==> src/rtl/ins_encoder.sv <==
// Instruction assembler / program loader: turns one-hot opcode beats plus operand
// fields into MIPS words and writes them sequentially into imem from address 0.
module ins_encoder #(
    parameter int unsigned ADDR_W = 10,
    parameter int unsigned DEPTH  = 1024
) (
    input  logic              clk,
    input  logic              rst,
    input  logic              start,
    input  logic              in_valid,
    output logic              in_ready,
    input  logic [31:0]       code,
    input  logic [4:0]        rs,
    input  logic [4:0]        rt,
    input  logic [4:0]        rd,
    input  logic [4:0]        shamt,
    input  logic [15:0]       imm,
    input  logic [25:0]       target,
    input  logic              last,
    output logic              imem_we,
    output logic [ADDR_W-1:0] imem_addr,
    output logic [31:0]       imem_wdata,
    output logic [ADDR_W:0]   ins_count,
    output logic              busy,
    output logic              done,
    output logic              err
);

    typedef enum logic [1:0] {StIdle, StLoad, StDone, StErr} state_e;

    localparam logic [ADDR_W:0] DepthW = DEPTH[ADDR_W:0];

    state_e            state_q, state_d;
    logic [ADDR_W:0]   count_q, count_d;
    logic              we_q, we_d;
    logic [ADDR_W-1:0] addr_q, addr_d;
    logic [31:0]       wdata_q, wdata_d;
    logic              legal;
    logic              accept;
    logic [31:0]       enc;

    function automatic logic [31:0] r_word(logic [4:0] s, logic [4:0] t, logic [4:0] d,
                                           logic [4:0] sh, logic [5:0] fn);
        return {6'b000000, s, t, d, sh, fn};
    endfunction

    // Exactly one bit set, and that bit is not the reserved bit 31.
    assign legal = (code != 32'd0) && ((code & (code - 32'd1)) == 32'd0) && !code[31];

    always_comb begin
        enc = 32'd0;
        if (legal) begin
            unique case (1'b1)
                code[0]:  enc = r_word(rs, rt, rd, 5'd0, 6'h20);
                code[1]:  enc = r_word(rs, rt, rd, 5'd0, 6'h21);
                code[2]:  enc = r_word(rs, rt, rd, 5'd0, 6'h22);
                code[3]:  enc = r_word(rs, rt, rd, 5'd0, 6'h23);
                code[4]:  enc = r_word(rs, rt, rd, 5'd0, 6'h24);
                code[5]:  enc = r_word(rs, rt, rd, 5'd0, 6'h25);
                code[6]:  enc = r_word(rs, rt, rd, 5'd0, 6'h26);
                code[7]:  enc = r_word(rs, rt, rd, 5'd0, 6'h27);
                code[8]:  enc = r_word(rs, rt, rd, 5'd0, 6'h2a);
                code[9]:  enc = r_word(rs, rt, rd, 5'd0, 6'h2b);
                code[10]: enc = r_word(5'd0, rt, rd, shamt, 6'h00);
                code[11]: enc = r_word(5'd0, rt, rd, shamt, 6'h02);
                code[12]: enc = r_word(5'd0, rt, rd, shamt, 6'h03);
                code[13]: enc = r_word(rs, rt, rd, 5'd0, 6'h04);
                code[14]: enc = r_word(rs, rt, rd, 5'd0, 6'h06);
                code[15]: enc = r_word(rs, rt, rd, 5'd0, 6'h07);
                code[16]: enc = r_word(rs, 5'd0, 5'd0, 5'd0, 6'h08);
                code[17]: enc = {6'h08, rs, rt, imm};
                code[18]: enc = {6'h09, rs, rt, imm};
                code[19]: enc = {6'h0c, rs, rt, imm};
                code[20]: enc = {6'h0d, rs, rt, imm};
                code[21]: enc = {6'h0e, rs, rt, imm};
                code[22]: enc = {6'h23, rs, rt, imm};
                code[23]: enc = {6'h2b, rs, rt, imm};
                code[24]: enc = {6'h04, rs, rt, imm};
                code[25]: enc = {6'h05, rs, rt, imm};
                code[26]: enc = {6'h0a, rs, rt, imm};
                code[27]: enc = {6'h0b, rs, rt, imm};
                code[28]: enc = {6'h0f, 5'd0, rt, imm};
                code[29]: enc = {6'h02, target};
                code[30]: enc = {6'h03, target};
                default:  enc = 32'd0;
            endcase
        end
    end

    assign in_ready = (state_q == StLoad) && (count_q < DepthW);
    assign accept   = in_valid && in_ready;

    always_comb begin
        state_d = state_q;
        count_d = count_q;
        we_d    = 1'b0;
        addr_d  = addr_q;
        wdata_d = wdata_q;
        case (state_q)
            StIdle, StDone, StErr: begin
                if (start) begin
                    state_d = StLoad;
                    count_d = '0;
                end
            end
            StLoad: begin
                // A restart wins over a beat; an already registered write is unaffected.
                if (start) begin
                    count_d = '0;
                end else if (accept) begin
                    if (legal) begin
                        we_d    = 1'b1;
                        addr_d  = count_q[ADDR_W-1:0];
                        wdata_d = enc;
                        count_d = count_q + 1'b1;
                        if (last) state_d = StDone;
                    end else begin
                        state_d = StErr;
                    end
                end
            end
            default: state_d = StIdle;
        endcase
    end

    always_ff @(posedge clk) begin
        if (rst) begin
            state_q <= StIdle;
            count_q <= '0;
            we_q    <= 1'b0;
            addr_q  <= '0;
            wdata_q <= 32'd0;
        end else begin
            state_q <= state_d;
            count_q <= count_d;
            we_q    <= we_d;
            addr_q  <= addr_d;
            wdata_q <= wdata_d;
        end
    end

    assign imem_we    = we_q;
    assign imem_addr  = addr_q;
    assign imem_wdata = wdata_q;
    assign ins_count  = count_q;
    assign busy       = (state_q == StLoad);
    assign done       = (state_q == StDone);
    assign err        = (state_q == StErr);

endmodule

==> config.mk <==
export PLATFORM = sky130hd
export DESIGN_NAME = ins_encoder
export DESIGN_NICKNAME = d
export VERILOG_FILES = /design/src/rtl/ins_encoder.sv
export SDC_FILE = /design/constraint.sdc
export NUM_CORES = 1
export LEC_CHECK = 0
export CORE_MARGIN = 4
export CORE_UTILIZATION = 35
export DETAILED_ROUTE_END_ITERATION = 16
export HOLD_SLACK_MARGIN = 0.15
export PLACE_DENSITY_LB_ADDON = 0.05
export RECOVER_POWER = 25
export SKIP_CTS_REPAIR_TIMING = 1
export SYNTH_ARGS = -nofsm -noshare
export SYNTH_HDL_FRONTEND = slang
export SYNTH_SLANG_ARGS = --single-unit
export TNS_END_PERCENT = 10
==> constraint.sdc <==
create_clock -name clk -period 4.4 [get_ports clk]
set_input_delay 0.66 -clock clk [delete_from_list [all_inputs] [get_ports clk]]
set_output_delay 0.66 -clock clk [all_outputs]
set_load 0.05 [all_outputs]
==> results of run 1 <==
==> worst max-delay path by stage <==
| stage | to | cells after the start | startpoint |
|---|---|---|---|
| after floorplan | imem_addr[0] | 10 | code[7] |
| after global placement | imem_wdata[3] | 10 | code[7] |
| after detailed placement | imem_addr[2] | 10 | code[7] |
| after CTS | imem_addr[2] | 10 | code[7] |
| after global routing | imem_wdata[15] | 10 | code[1] |
| final | imem_addr[2] | 10 | code[7] |
==> layout by cell type (no fill, tap or decap), types with 2 or more instances in the layout <==
master and n:
nand2b_1 2, a21oi_1 13, nor3_1 10, o21ai_0 3
nor4_1 6, nor2_1 56, nand2_1 13, dfxtp_1 55
a22o_1 11, or3_1 13, o31ai_1 4, nor2b_1 5
buf_4 6, o22ai_1 2, a31oi_1 2, clkbuf_8 5
nand4b_1 3, nand4_1 9, nand3_1 12, clkdlybuf4s50_1 126
o21a_1 2, or4_4 2, and3_1 4, mux2i_1 41
o21ai_1 9, dlygate4sd3_1 28, and2_1 2, a222oi_1 11
or4_1 2, inv_1 14, o41ai_1 2, nor4_2 2
or2_2 5
==> power by group through the flow <==
stage          combinational (mW)  clock, mW  sequential, mW
5_1_grt                     0.189      0.321           0.500
2_1_floorplan              0.0572          0           0.511
3_3_place_gp                0.175          0           0.511
3_5_place_dp                0.176          0           0.511
4_1_cts                     0.177      0.305           0.499
6_report                    0.176      0.286           0.499
==> state kept, by name, indices dropped and copies added, names as in the netlist <==
| register | cells |
|---|---|
| imem_wdata | 31 |
| ins_count | 11 |
| imem_addr | 10 |
| state_q | 2 |
| imem_we | 1 |
==> critical path, stage by stage <==
cell,delay [ns]
clkdlybuf4s50_1,0.48
or4_4,0.57
or4_4,0.46
o41ai_2,0.28
nand4_1,0.17
a2111oi_4,0.45
and4_2,0.33
buf_12,0.25
mux2i_1,0.24
nor2_1,0.06
==> routing by layer <==
metal,up-vias,part of all wire,track usage
met4,0,0.012,0.05853
met2,113,0.47,0.3285
li1,1648,-,-
met1,1514,0.44,0.2426
met3,8,0.078,0.04164
met5,-,0,0
==> cells by family after synthesis <==
kind of cell,Yosys count,share of synthesized area
AND/OR/NAND/NOR,151,0.2584
adder cells (fa/ha/maj),2,0.007290
XOR/XNOR,1,0.002836
AO/OA/AOI/OAI,72,0.1827
buffers and inverters,36,0.05832
other,1,0.001214
multiplexers,41,0.1328
flip-flops,55,0.3564
==> cell type report <==
cell class | instances | area (um2) | area share
clock buffers | 5 | 68.82 | 0.01433
clock inverters | 3 | 23.77 | 0.004950
inverters | 14 | 52.55 | 0.01094
multi-input cells | 268 | 1809 | 0.3768
flip-flops and latches | 55 | 1101 | 0.2293
well taps | 108 | 135.1 | 0.02814
repair buffers | 162 | 1612 | 0.3356
==> metrics.yaml, run 1 <==
setup_path:
  critPathKind: "in2reg"
  crit_arrival_ns: 3.99
  cp-start-kind: "input pin"
  timing.rr.start: "state_q[0]"
  reg2reg_to: "imem_addr[2]"
  cp-end-kind: "flop"
  required_ns: 4.58
  crit_path_max_fanout: 34
  r2r_setup_slack_ns: 2.58
  ff2ff_path_depth: 7
drt:
  drtIter0Drc: 150
  drc_errors: 0
  drt_first_pass_iters: 4
  post_drt_via_cell_ratio: 5.338
  antenna_left: 0
  wl_per_cell_um: 16.92
  routed_wl_mm: 10.41
  vias: 3283
floorplanning:
  start_util: 0.3577
  core_um2: 8636
  ioPinCount: 157
  die_y_um: 102.0
  fp.dieW_um: 102.0
  die_area_um2: 10390
  num_rows: 34
clock_tree:
  clk_pin_slew_ns: 0.11
  tritoncts: "done"
  cts.sinks: 55
  numCtsBuffers: 5
  htreeDepth: 2
  clk-insertion-delay-late_ns: 0.31
  cts_root_buffer: "clkbuf_8"
  clk_path_buf_depth: 2
placed_design:
  dp_hpwl_mm: 8.042
  place.gp.congestion: 0.8436
  dpl-instance-area_um2: 4710
  port_buffers: 155
  place_ws_ns: 0.2427
  dp.cells: 607
synth:
  syn_nets: 459
  synth-async-reset-ratio: 0
  netlist_instances: 359
  ys.flop_type: "dfxtp_1"
  seq_area_frac_synth: 0.3564
  synth_area_um2: 3089
  synth.most_common_cell: "nor2_1"
  synth-warning-count: 0
  synth-seq-cells: 55
  synth_top_cells_by_count: "nor2_1, dfxtp_1, mux2i_1"
  yosysTopAreaCellShare: 0.3564
  synth_edf_count: 0
  synth_area_leader_cell: "dfxtp_1"
  synth_area_leaders: "dfxtp_1, mux2i_1, nor2_1"
  synth.avg_cell_area_um2: 8.605
  synth.distinct_cells: 54
sta:
  tightest_slew_ns: 0.8287
  holdWs_ns: 0.4768
  timing.fmax_mhz: 261.9
  grt_setup_unrepaired: "false"
  slew_headroom: 0.4475
  hold_viol_final: 0
  finalSetupViolations: 0
  finClkSkew_ns: 0.01240
  setup_ws_ns: 0.5818
  setup_tns_ns: 0
  min_period_ns: 3.818
  finalMaxSlewViolations: 0
  period_share: 0.8678
min_path:
  hold_class: "reg2reg"
  min_path_cells: 2
  holdCritStartpoint: "imem_wdata[31]"
  whs_endpoint: "imem_wdata[31]"
power_and_ir_drop:
  p_comb_frac: 0.183
  p_per_area_nw_per_um2: 200.2
  switchingPower_mw: 0.2457
  internal-power_mw: 0.7157
  clkPwrFrac: 0.297
  ir_worst_vdd_v: 0.0001062
  pwr-share-seq: 0.519
  power_leakage_nw: 1.672
  p_sw_frac: 0.2555
  p_total_mw: 0.9614
global_routing:
  gr-usage-all-layers: 0.1920
  gr-total-overflow: 0
  grt_max_degree: 45
  antenna_found_initial: 0
  grt_pass1_wl_mm: 15.94
  grt_pass1_vias: 3180
finish:
  design_area_um2: 4802
  fillerInstances: 836
  layout.cells.non_filler: 615
  antenna_cells: 0
  nNetsFinal: 606
  fin_util: 0.5561
  drive_above_1_share: 0.06706
  area_growth_pct: 55.45
outcome:
  status: "completed"
flow_run:
  cap_viol_max_count: 0
No activity file was read; power rests on OpenSTA's default activity.
==> run 2, diff against run 1 <==
Settings changed: CORE_MARGIN 4 to not set.
==> metrics.yaml, run 2 (synthesis results as in run 1) <==
setup_path:
  crit_arrival_ns: 4.12
  path_buf_inv: 2
  cp_common_cell: "or4_4"
  timing.rr.start: "state_q[0]"
  critPathTopFamily: "simple AND/OR/NAND/NOR gates"
  cp_slowest_stage_delay_ns: 0.59
  required_ns: 4.58
  crit_path_max_fanout: 8
  ff2ff_path_depth: 7
  startpoint: "code[7]"
  critPathKind: "in2reg"
  path_cells: "clkdlybuf4s50_1, or4_4, or4_4, o41ai_2, nand4_1, a2111oi_4, and4_2, buf_4, mux2i_1, nor2_1"
  cp-start-kind: "input pin"
  cp-end-kind: "flop"
  crit_cells: 10
  crit_slowest_cell: "or4_4"
finish:
  nNetsFinal: 610
  regArea_um2: 1101
  design_area_um2: 4841
  fin_util: 0.5775
  mostFrequentLayoutCells: "clkdlybuf4s50_1, nor2_1, dfxtp_1"
  area_growth_pct: 56.70
  antenna_cells: 0
  fillerInstances: 788
  multiInputGateArea_um2: 1809
  layout_commonest_cell: "clkdlybuf4s50_1"
  drive_above_1_share: 0.07436
  largest_reg_flops: 31
drt:
  antenna_left: 0
  post_drt_via_cell_ratio: 5.417
  drt_first_pass_iters: 4
  drc_errors: 0
  vias: 3337
  routed_wl_mm: 10.41
  wl_per_cell_um: 16.90
  drtIter0Drc: 127
floorplanning:
  ioPinCount: 157
  die_area_um2: 9206
  start_util: 0.3686
  core_um2: 8382
  fp.dieW_um: 95.95
  die_y_um: 95.95
  num_rows: 33
power_and_ir_drop:
  p_comb_frac: 0.183
  internal-power_mw: 0.7171
  pwr-share-seq: 0.514
  clkPwrFrac: 0.304
  power_leakage_nw: 1.696
  p_sw_frac: 0.2626
  p_per_area_nw_per_um2: 200.9
  ir_worst_vdd_v: 0.0001568
  switchingPower_mw: 0.2553
placed_design:
  dp_hpwl_mm: 8.006
  place.gp.congestion: 0.8521
  place_ws_ns: 0.1599
  port_buffers: 155
  dpl-instance-area_um2: 4748
global_routing:
  gr-usage-all-layers: 0.2250
  gr-total-overflow: 0
  grt_max_degree: 45
  grt_pass1_wl_mm: 15.85
  antenna_found_initial: 0
  grt_pass1_vias: 3104
clock_tree:
  clk-insertion-delay-late_ns: 0.31
  numCtsBuffers: 5
  cts.sinks: 55
  clk_path_buf_depth: 2
  clk_pin_slew_ns: 0.11
  htreeDepth: 2
  tritoncts: "done"
  cts_root_buffer: "clkbuf_8"
min_path:
  holdCritStartpoint: "imem_wdata[31]"
  hold_class: "reg2reg"
  min_path_cells: 2
sta:
  hold_viol_final: 0
  timing.fmax_mhz: 253.8
  period_share: 0.8956
  slew_headroom: 0.4621
  finalSetupViolations: 0
  min_period_ns: 3.941
  grt_setup_unrepaired: "false"
  holdWs_ns: 0.4793
  setup_tns_ns: 0
  setup_ws_ns: 0.4593
  finClkSkew_ns: 0.005721
  finalMaxSlewViolations: 0
  tightest_slew_ns: 0.8068
flow_run:
  cap_viol_max_count: 0
outcome:
  status: "completed"
[run 2: worst reg2reg max path, cell delays in order, from the launching register on]
cell     delay (ns)
dfxtp_1        0.39
nor2b_1        0.27
nand2_1        0.11
nor2_1         0.09
and4_2         0.42
buf_4          0.24
mux2i_1        0.20
nor2_1         0.05
[run 2: cell type report]
type / instances / share of cell area
repair buffers: 166 / 0.3417
inverters: 14 / 0.01086
multi-input cells: 268 / 0.3737
clock buffers: 5 / 0.01422
well taps: 105 / 0.02714
flip-flops and latches: 55 / 0.2274
clock inverters: 3 / 0.004911
[run 2: through the flow]
step | cells | total power, mW
floorplan | 359 | 0.5677
global placement | 608 | 0.6883
detailed placement | 608 | 0.6885
CTS | 616 | 0.9876
global route | 616 | 1.019
finish | 616 | 0.9725
[run 2: power groups by stage]
| stage | Clock [mW] | Sequential (mW) | Combinational, mW |
|---|---|---|---|
| 4_1_cts | 0.309 | 0.499 | 0.179 |
| 5_1_grt | 0.327 | 0.500 | 0.192 |
| 6_report | 0.295 | 0.499 | 0.178 |
| 3_3_place_gp | 0 | 0.511 | 0.178 |
| 3_5_place_dp | 0 | 0.511 | 0.178 |
| 2_1_floorplan | 0 | 0.511 | 0.0572 |
[run 2: worst paths after layout]
check | to | slack, ns
min reg2reg | imem_wdata[31] | 0.48
max | imem_addr[7] | 0.46
max reg2reg | imem_addr[7] | 2.50
min | imem_wdata[31] | 0.48
[run 2: routing by layer]
layer,GRT usage,wire length [um]
met3,0.05371,1006
met4,0.05846,176
met2,0.4065,4951
met5,0,0
met1,0.2653,4274
